===== config.mk =====
export PLATFORM = sky130hd
export DESIGN_NAME = sar_result_reader
export DESIGN_NICKNAME = d
export VERILOG_FILES = /design/src/rtl/sar_pkg.sv /design/src/rtl/sar_result_fifo.sv /design/src/rtl/sar_result_reader.sv
export SDC_FILE = /design/constraint.sdc
export NUM_CORES = 1
export LEC_CHECK = 0
export CAP_MARGIN = 30
export CORE_UTILIZATION = 55
export DETAILED_ROUTE_END_ITERATION = 7
export HOLD_SLACK_MARGIN = 0.15
export PLACE_DENSITY_LB_ADDON = 0.3
export SLEW_MARGIN = 20
export SYNTH_ARGS = -nofsm -noshare
export SYNTH_HDL_FRONTEND = slang
export SYNTH_HIERARCHICAL = 1
export SYNTH_SLANG_ARGS = --single-unit

===== constraint.sdc =====
create_clock -name CLK -period 4.85 [get_ports CLK]
set_input_delay 0.7275 -clock CLK [delete_from_list [all_inputs] [get_ports CLK]]
set_output_delay 0.7275 -clock CLK [all_outputs]
set_load 0.01 [all_outputs]

===== src/rtl/sar_pkg.sv =====
// Shared SAR ADC definitions: default resolution, logic level constants and the result word type.
package sar_pkg;

   localparam int unsigned BIT_ADC_DEFAULT = 6;

   localparam logic HIGH = 1'b1;
   localparam logic LOW  = 1'b0;

   typedef logic [BIT_ADC_DEFAULT-1:0] adc_word_t;

endpackage


===== src/rtl/sar_result_fifo.sv =====
// First-word-fall-through result FIFO; the head entry is visible on rd_data whenever not empty.
module sar_result_fifo #(
   parameter int unsigned WIDTH = 6,
   parameter int unsigned DEPTH = 8
) (
   input  logic                     CLK,
   input  logic                     RST,
   input  logic                     push,
   input  logic [WIDTH-1:0]         push_data,
   input  logic                     pop,
   output logic [WIDTH-1:0]         rd_data,
   output logic                     empty,
   output logic                     full,
   output logic [$clog2(DEPTH):0]   level
);

   localparam int unsigned AW = $clog2(DEPTH);

   logic [WIDTH-1:0] mem [DEPTH];
   logic [AW:0]      wr_ptr_q;
   logic [AW:0]      rd_ptr_q;
   logic             do_push;
   logic             do_pop;

   // Pointers carry one extra MSB so full and empty are distinguishable at equal indices.
   assign empty = (wr_ptr_q == rd_ptr_q);
   assign full  = (wr_ptr_q[AW] != rd_ptr_q[AW]) && (wr_ptr_q[AW-1:0] == rd_ptr_q[AW-1:0]);
   assign level = wr_ptr_q - rd_ptr_q;

   // A full FIFO still accepts a push when the head leaves in the same cycle.
   assign do_pop  = pop & ~empty;
   assign do_push = push & (~full | do_pop);

   assign rd_data = mem[rd_ptr_q[AW-1:0]];

   always_ff @(posedge CLK or posedge RST) begin
      if (RST) begin
         wr_ptr_q <= '0;
         rd_ptr_q <= '0;
      end else begin
         if (do_push) wr_ptr_q <= wr_ptr_q + 1'b1;
         if (do_pop)  rd_ptr_q <= rd_ptr_q + 1'b1;
      end
   end

   always_ff @(posedge CLK) begin
      if (do_push) mem[wr_ptr_q[AW-1:0]] <= push_data;
   end

endmodule


===== src/rtl/sar_result_reader.sv =====
// Captures SAR conversion results on EOC rising edge and streams them out through a FWFT FIFO.
// Define SAR_AVG_EN to push the truncated mean of every 2**AVG_LOG2 captures instead of each one.
module sar_result_reader
   import sar_pkg::*;
#(
   parameter int unsigned BIT_ADC    = BIT_ADC_DEFAULT,
   parameter int unsigned FIFO_DEPTH = 8,
   parameter int unsigned AVG_LOG2   = 2
) (
   input  logic                          CLK,
   input  logic                          RST,
   input  logic                          EOC,
   input  logic [BIT_ADC-1:0]            DIGITAL_OUT,
   input  logic                          ENABLE,
   output logic [BIT_ADC-1:0]            DATA,
   output logic                          VALID,
   input  logic                          READY,
   output logic [$clog2(FIFO_DEPTH):0]   LEVEL,
   output logic                          OVF,
   input  logic                          OVF_CLR
);

   if (FIFO_DEPTH < 2 || (FIFO_DEPTH & (FIFO_DEPTH - 1)) != 0) begin : g_bad_depth
      $error("FIFO_DEPTH must be a power of two and at least 2");
   end
   if (AVG_LOG2 > 16) begin : g_bad_avg
      $error("AVG_LOG2 out of range");
   end

   logic               eoc_q;
   logic               cap;
   logic               push_req;
   logic [BIT_ADC-1:0] push_word;
   logic               pop;
   logic               drop;
   logic               fifo_empty;
   logic               fifo_full;
   logic [BIT_ADC-1:0] fifo_rd;
   logic [BIT_ADC-1:0] hold_q;
   logic               ovf_q;

   assign cap = EOC & ~eoc_q & ENABLE;

`ifdef SAR_AVG_EN
   localparam int unsigned ACC_W = BIT_ADC + AVG_LOG2;
   localparam int unsigned CNT_W = (AVG_LOG2 > 0) ? AVG_LOG2 : 1;

   logic [ACC_W-1:0] acc_q;
   logic [ACC_W-1:0] acc_sum;
   logic [CNT_W-1:0] cnt_q;
   logic             last;

   // ACC_W bits hold 2**AVG_LOG2 full-scale samples without overflow.
   assign acc_sum   = acc_q + ACC_W'(DIGITAL_OUT);
   assign last      = (cnt_q == CNT_W'((1 << AVG_LOG2) - 1));
   assign push_req  = cap & last;
   assign push_word = BIT_ADC'(acc_sum >> AVG_LOG2);

   always_ff @(posedge CLK or posedge RST) begin
      if (RST) begin
         acc_q <= '0;
         cnt_q <= '0;
      end else if (!ENABLE) begin
         acc_q <= '0;
         cnt_q <= '0;
      end else if (cap) begin
         if (last) begin
            acc_q <= '0;
            cnt_q <= '0;
         end else begin
            acc_q <= acc_sum;
            cnt_q <= cnt_q + 1'b1;
         end
      end
   end
`else
   assign push_req  = cap;
   assign push_word = DIGITAL_OUT;
`endif

   assign pop  = ~fifo_empty & READY;
   assign drop = push_req & fifo_full & ~pop;

   sar_result_fifo #(
      .WIDTH (BIT_ADC),
      .DEPTH (FIFO_DEPTH)
   ) u_fifo (
      .CLK       (CLK),
      .RST       (RST),
      .push      (push_req),
      .push_data (push_word),
      .pop       (pop),
      .rd_data   (fifo_rd),
      .empty     (fifo_empty),
      .full      (fifo_full),
      .level     (LEVEL)
   );

   // hold_q keeps the last consumed word so DATA stays put once the FIFO drains.
   always_ff @(posedge CLK or posedge RST) begin
      if (RST) begin
         eoc_q  <= LOW;
         hold_q <= '0;
         ovf_q  <= LOW;
      end else begin
         eoc_q <= EOC;
         if (pop) hold_q <= fifo_rd;
         if (drop) ovf_q <= HIGH;
         else if (OVF_CLR) ovf_q <= LOW;
      end
   end

   assign VALID = ~fifo_empty;
   assign DATA  = fifo_empty ? hold_q : fifo_rd;
   assign OVF   = ovf_q;

endmodule


==> results.cfg, run 1 <==
[global_routing]
overflow = 0
grt_util_all_layers_pct = 20.8
grt_pass1_vias = 1499
antenna_found_initial = 0
grt_max_degree = 18
grt_pass1_wl_um = 7560

[die]
fp-row-count = 25
initial_core_util_pct = 57.9
die_w_um = 73.2
core_mm2 = 0.00482
dieArea_mm2 = 0.00536
ios = 24
die_h_um = 73.2

[synth]
syn_nets = 189
synthMostInstantiatedCell = edfxtp_1
synth-edff-count = 48
synth_area_mm2 = 0.00279
async_flop_share_pct = 25.0
yosys_warnings = 6
synth-seq-cells = 64
synth.area.top_cells = edfxtp_1 52%, dfrtp_1 14%, mux4_2 9.7%
synth_ff_type = edfxtp_1
synthCells = 171
synth_top_area_share_pct = 51.7
syn_area_per_cell_um2 = 16.3
synth_top_cell_by_area = edfxtp_1
ys_seq_area_share_pct = 66.0
ys_types = 32
synth_commonest_cells = 48 x edfxtp_1, 20 x nand2_1, 16 x dfrtp_1, 12 x mux4_2, 11 x inv_1

[clocking]
clk_pin_slew_ps = 60
post_cts_buffers = 0
clk-insertion-delay-late_ps = 340
htree_num_levels = 3
cts_root_buf = clkbuf_8
cts_buffers = 9
postCtsHoldBufs = 0
clockBufferDepth = 2
tritoncts = done
post_cts_resized = 0
clkSinkCount = 64

[sta]
worst_pin_slew_ps = 944
slew_headroom_pct = 36.6
period_minus_slack_ps = 3930
tns_ps = 0
drv_slew = 0
setup_viol = 0
fin_skew_ps = 8.42
setup_ws_ps = 918
hold_viol = 0
fmax_ghz = 0.254
finalCritPeriodShare_pct = 81.1
rsz0062_at_grt = no

[routing]
firstDrtPassIters = 4
vias = 1482
wl_per_cell_um = 17.4
routed_wl_um = 4830
drc = 0
avgViaCountPerCell = 5.35
postRouteAntennaNets = 0
drt_iter0_markers = 120

[final_layout]
final_cells = 277
fin_nets = 223
antenna_cells = 0
drive_gt1_share_pct = 25.2
area_growth_pct = 18.6

[placed_design]
dpl.cell_count = 261
dp_hpwl_um = 3400
place_congestion = 0.859
portBuffers = 23
pre_cts_ws_ps = 1210

[critical_path]
path_class = reg -> out
critPathRequiredTime_ps = 4120
critPathMaxFanout = 8
worstSetupEndpointType = output pin
reg2regPathDepth = 9
ff2ff_setup_slack_ps = 1390
reg2reg_to = u_fifo/mem[0][2]
critical_path_arrival_ps = 3200
start_kind = flip-flop
r2r-start = u_fifo/rd_ptr_q[2]

[status]
status = completed

[job]
maxCapViolCount = 0

[hold_path]
holdPathStages = 1
hp-start = hold_q[0]
holdCritPathClass = reg -> reg
whs_endpoint = hold_q[0]

[power_and_ir_drop]
powerDensity_mw_per_mm2 = 637
peakVddDrop_mv = 0.393
p_leak_nw = 1.24
finalPower_mw = 2.11
-- sequential cells by signal (all words and copies together) (netlist names) --
name	count
u_fifo/wr_ptr_q	4
u_fifo/rd_ptr_q	4
OVF	1
hold_q	6
eoc_q	1
u_fifo/mem	48
-- cell usage in the layout (no fill, tap or decap) --
cell type         n
buf_4             3
o21ai_1           1
a21o_1            1
mux2_4            4
clkdlybuf4s50_1  23
nor3_1            5
xnor2_1           6
nor4_2            1
a32o_1            1
o31ai_2           1
mux2_1            1
clkinv_4          1
or3_4             1
clkinv_1          1
nand2b_4          1
clkbuf_8         10
xnor2_2           1
a21oi_1           1
nand3_1           5
nand2_4           1
mux4_2           12
inv_4             1
and3b_1           1
nand2_1          20
inv_1            11
nor4_1            1
edfxtp_1         48
dfrtp_1          16
mux2_2            9
ha_1              5
fa_1              1
buf_2             2
xor2_1            3
nor2_1            6
bufinv_16         1
clkinv_2          4
-- through the flow --
step           hold slack (ps)  util [%]  instance area [µm²]
2_1_floorplan              474         -                 2790
3_3_place_gp               477      64.4                 3100
3_5_place_dp               492      64.6                 3110
4_1_cts                    507      68.7                 3310
5_1_grt                    520      68.7                 3310
6_report                   503      68.7                 3310
-- layer usage --
layer  GRT usage [%]  part of all wire [%]  wire length, µm  vias to the layer above
met5               0                     0                0                        -
met4            11.1                   1.9               91                        0
met3            5.94                   5.1              248                        7
met2            31.8                    50             2390                       49
met1            27.0                    43             2100                      727
li1                -                     -                -                      699
-- how the worst max path moves through the flow --
stage                        to               start  cells past startpoint
5_1_grt                 DATA[2]  u_fifo/rd_ptr_q[2]                      6
3_3_place_gp            DATA[5]  u_fifo/rd_ptr_q[2]                      6
2_1_floorplan  u_fifo/mem[1][0]  u_fifo/rd_ptr_q[1]                     10
3_5_place_dp            DATA[4]  u_fifo/rd_ptr_q[2]                      6
6_report                DATA[4]  u_fifo/rd_ptr_q[2]                      6
4_1_cts                 DATA[4]  u_fifo/rd_ptr_q[2]                      6
-- area by class of cell --
type | instances | area (µm²)
flip-flops and latches | 64 | 1840
fillers | 368 | 1510
multi-input cells | 89 | 872
repair buffers | 28 | 263
clock buffers | 10 | 138
well taps | 67 | 83.8
clock inverters | 6 | 58.8
inverters | 13 | 51.3
-- power breakdown --
part / internal [mW] / switching, mW
logic: 0.508 / 0.357
registers: 0.668 / 0.134
clock network: 0.248 / 0.192
-- kinds of logic after synthesis --
logic type	after synthesis	synth area share (%)
XOR/XNOR	10	3.41
flip-flops	64	66.0
adder cells (fa/ha/maj)	6	2.96
multiplexers	26	15.9
buffers and inverters	18	2.96
AO/OA/AOI/OAI	5	1.43
AND/OR/NAND/NOR	42	7.35
-- worst max-delay path, stage by stage, from the launching register on --
cell and delay, ps:
dfrtp_1 510, clkinv_1 320, ha_1 450, nand3_1 220, nor2_1 500, mux2_2 400
clkdlybuf4s50_1 480
(Power assumes the default switching activity.)
==> inputs of run 2 (changes only) <==
Settings changed: CORE_UTILIZATION 55 to 51.
Clock period 4.85 ns to 3.49 ns, I/O delays scaled along.
==> results.cfg, run 2 (synthesis results as in run 1) <==
[status]
status = completed

[final_layout]
fin_area_mm2 = 0.00336
area_growth_pct = 20.6
antenna_cells = 0
fin_util_pct = 65.0
largest_register_ffs = 48
layout_commonest_cell = edfxtp_1
drive_gt1_share_pct = 28.1
final_cell_mix = 48 x edfxtp_1, 23 x clkdlybuf4s50_1, 20 x nand2_1, 15 x dfrtp_1, 12 x mux4_2
final_cells = 287
fin_nets = 230

[critical_path]
critical_path_arrival_ps = 2720
start_kind = flip-flop
path_class = reg -> out
r2r-start = u_fifo/rd_ptr_q[2]
ff2ff_setup_slack_ps = 740
critPathMaxFanout = 8
reg2reg_to = u_fifo/mem[0][0]
worstSetupEndpointType = output pin
critPathRequiredTime_ps = 2970
reg2regPathDepth = 9

[global_routing]
antenna_found_initial = 0
gr-usage-met3_pct = 4.46
met1_usage_pct = 28.3
grt_util_all_layers_pct = 21.4
overflow = 0
top_usage_layer = met2
grt_max_degree = 17
grt_pass1_vias = 1676
grt_pass1_wl_um = 8820
gr-usage-met2_pct = 33.9

[clocking]
tritoncts = done
post_cts_buffers = 0
htree_num_levels = 3
clockBufferDepth = 2
postCtsHoldBufs = 0
cts_buffers = 9
cts_root_buf = clkbuf_8
clkSinkCount = 64
clk_pin_slew_ps = 70
clk-insertion-delay-late_ps = 330

[placed_design]
dpl.cell_count = 269
place_congestion = 0.857
placed_area_mm2 = 0.00315
pre_cts_ws_ps = 423
dp_hpwl_um = 3980
portBuffers = 23

[power_and_ir_drop]
peakVddDrop_mv = 0.416
finalPower_mw = 3.01
powerDensity_mw_per_mm2 = 896
p_leak_nw = 1.26

[sta]
finalCritPeriodShare_pct = 92.9
drv_slew = 0
fmax_ghz = 0.308
rsz0062_at_grt = no
fin_skew_ps = 8.08
setup_viol = 0
period_minus_slack_ps = 3240
fin_hold_ws_ps = 472
tns_ps = 0
setup_ws_ps = 247
hold_viol = 0
worst_pin_slew_ps = 600
slew_headroom_pct = 59.7

[job]
maxCapViolCount = 0

[routing]
firstDrtPassIters = 4
avgViaCountPerCell = 5.51
drc = 0
drt_iter0_markers = 148
postRouteAntennaNets = 0
vias = 1582
routed_wl_um = 5490
wl_per_cell_um = 19.1

[die]
dieArea_mm2 = 0.00577
die_h_um = 76.0
fp-row-count = 26
die_w_um = 76.0
core_mm2 = 0.00517
ios = 24
initial_core_util_pct = 53.9

[hold_path]
holdCritPathClass = in -> async
## run 2: how the worst max path moves through the flow
stage | cells after the start | start | to | slack (ps)
detailed placement | 7 | u_fifo/rd_ptr_q[2] | DATA[4] | 420
global placement | 8 | u_fifo/rd_ptr_q[2] | u_fifo/mem[0][5] | 390
floorplan | 10 | u_fifo/rd_ptr_q[1] | u_fifo/mem[1][0] | 510
finish | 7 | u_fifo/rd_ptr_q[2] | DATA[4] | 250
CTS | 7 | u_fifo/rd_ptr_q[2] | DATA[4] | 60
global route | 7 | u_fifo/rd_ptr_q[2] | DATA[4] | 80
## run 2: what timing repair did
action,in CTS,in global routing
resized for setup,0,3
endpoints found under the setup margin,0,6
hold endpoints to repair,0,0
## run 2: report_power, final
| part | switching, mW | internal, mW | leakage (nW) |
|---|---|---|---|
| combinational | 0.628 | 0.738 | 0.547 |
| clock | 0.278 | 0.329 | 0.0933 |
| sequential | 0.108 | 0.931 | 0.624 |
| total | 1.01 | 2.00 | 1.26 |
## run 2: layer usage
metal | wire [µm] | vias up
li1 | - | 714
met1 | 2320 | 804
met2 | 2790 | 53
met3 | 284 | 11
met4 | 93 | 0
met5 | 0 | -
## run 2: cell type report
type | count | area [µm²]
tap | 70 | 87.6
timing repair buffer | 35 | 313
multi-input combinational | 89 | 871
fill | 356 | 1810
inverter | 13 | 55.1
clock buffer | 9 | 124
sequential | 64 | 1840
clock inverter | 7 | 71.3
## run 2: worst max-delay path, stage by stage, from the launching register on
cell	delay (ps)
dfrtp_2	450
clkinvlp_4	190
ha_1	390
nand3_2	170
nor2_1	190
buf_4	180
mux2_2	350
clkdlybuf4s50_1	480
==> inputs of run 3 (changes only) <==
Settings changed: SETUP_SLACK_MARGIN set to 0.2.
==> results.cfg, run 3 (synthesis results as in run 1) <==
[final_layout]
final_cell_mix = 48 x edfxtp_1, 23 x clkdlybuf4s50_1, 20 x nand2_1, 15 x dfrtp_1, 12 x mux4_2
fin_nets = 230
area_growth_pct = 21.0
largest_register_ffs = 48
drive_gt1_share_pct = 29.0
fin_util_pct = 65.3
antenna_cells = 0
layout_commonest_cell = edfxtp_1

[power_and_ir_drop]
powerDensity_mw_per_mm2 = 902
power_frac_clock_pct = 19.9
peakVddDrop_mv = 0.414
p_int_mw = 2.02
switching_power_mw = 1.03
p_leak_nw = 1.27
combPwrFrac_pct = 45.9
sw_frac_of_total_pct = 33.8
seqPwrFrac_pct = 34.2

[global_routing]
antenna_found_initial = 0
grt_max_degree = 17
grt_util_all_layers_pct = 21.4
grt_pass1_vias = 1676
grt_pass1_wl_um = 8820
overflow = 0

[sta]
tns_ps = 0
rsz0062_at_grt = no
fin_skew_ps = 7.95
slew_headroom_pct = 59.4
fmax_ghz = 0.321
hold_viol = 0
worst_pin_slew_ps = 605
period_minus_slack_ps = 3110
finalCritPeriodShare_pct = 89.2
fin_hold_ws_ps = 472
setup_viol = 0
drv_slew = 0
setup_ws_ps = 376

[critical_path]
critPathMaxFanout = 7
start_kind = flip-flop
reg2reg_to = u_fifo/mem[0][0]
path_class = reg -> out
worstSetupStartpoint = u_fifo/wr_ptr_q[0]
crit_path_end = DATA[4]
critPathRequiredTime_ps = 2970
r2r-start = u_fifo/wr_ptr_q[0]
reg2regPathDepth = 9
worstSetupEndpointType = output pin
critical_path_arrival_ps = 2590
ff2ff_setup_slack_ps = 820

[clocking]
clk_pin_slew_ps = 70
post_cts_buffers = 0
clockBufferDepth = 2
tritoncts = done
htree_num_levels = 3
clk-insertion-delay-late_ps = 330
cts_root_buf = clkbuf_8
cts_buffers = 9
clkSinkCount = 64

[die]
dieArea_mm2 = 0.00577
initial_core_util_pct = 53.9
die_h_um = 76.0
core_mm2 = 0.00517
fp-row-count = 26
die_w_um = 76.0
ios = 24

[routing]
drc = 0
avgViaCountPerCell = 5.54
firstDrtPassIters = 4
drt_iter0_markers = 119
vias = 1589
wl_per_cell_um = 19.4
postRouteAntennaNets = 0
routed_wl_um = 5570

[placed_design]
dp_hpwl_um = 3980
place_congestion = 0.857
portBuffers = 23
pre_cts_ws_ps = 423

[hold_path]
holdCritPathClass = in -> async

[status]
status = completed

[job]
maxCapViolCount = 0
[run 3: worst min path at each step]
stage | from | end | slack (ps) | cells after the start
finish | RST | hold_q[2] | 470 | 2
global route | RST | eoc_q | 490 | 2
CTS | RST | eoc_q | 470 | 2
detailed placement | hold_q[1] | hold_q[1] | 490 | 1
global placement | OVF | OVF | 480 | 1
floorplan | RST | OVF | 340 | 1
[run 3: final cells by class]
| class | count | area (µm²) |
|---|---|---|
| fillers | 357 | 1800 |
| clock inverters | 7 | 71.3 |
| multi-input cells | 89 | 886 |
| repair buffers | 35 | 313 |
| well taps | 70 | 87.6 |
| inverters | 13 | 52.6 |
| clock buffers | 9 | 124 |
| flip-flops and latches | 64 | 1840 |
[run 3: stage by stage]
step	power [mW]	cells	area [µm²]
6_report	3.05	287	3380
3_3_place_gp	2.35	267	3140
3_5_place_dp	2.40	269	3150
4_1_cts	3.02	285	3350
2_1_floorplan	1.89	171	2790
5_1_grt	3.22	287	3380
[run 3: critical path, cell delays in order, from the launching register on]
cell and delay (ps):
dfrtp_1 490, inv_1 110, ha_1 340, nand3_2 170, nor2_2 170, buf_4 170, mux2_2 350, clkdlybuf4s50_1 480
[run 3: power by group through the flow]
stage / clock, mW / sequential [mW] / combinational [mW]
2_1_floorplan: 0 / 1.02 / 0.864
3_3_place_gp: 0 / 1.04 / 1.31
3_5_place_dp: 0 / 1.05 / 1.35
4_1_cts: 0.623 / 1.04 / 1.36
5_1_grt: 0.656 / 1.06 / 1.50
6_report: 0.605 / 1.04 / 1.40
[run 3: timing repair]
| item | CTS | global route |
|---|---|---|
| resized for setup | 2 | 3 |
| endpoints found under the setup margin | 6 | 6 |
| hold buffers | 0 | 0 |
[run 3: metal layers]
metal  wire length, µm  share of wire, %  global-route usage (%)  vias to the layer above
li1                  -                 -                       -                      715
met1              2320                42                    28.3                      814
met2              2860                51                    33.9                       51
met3               301               5.4                    4.46                        9
met4                82               1.5                    10.4                        0
met5                 0                 0                       0                        -
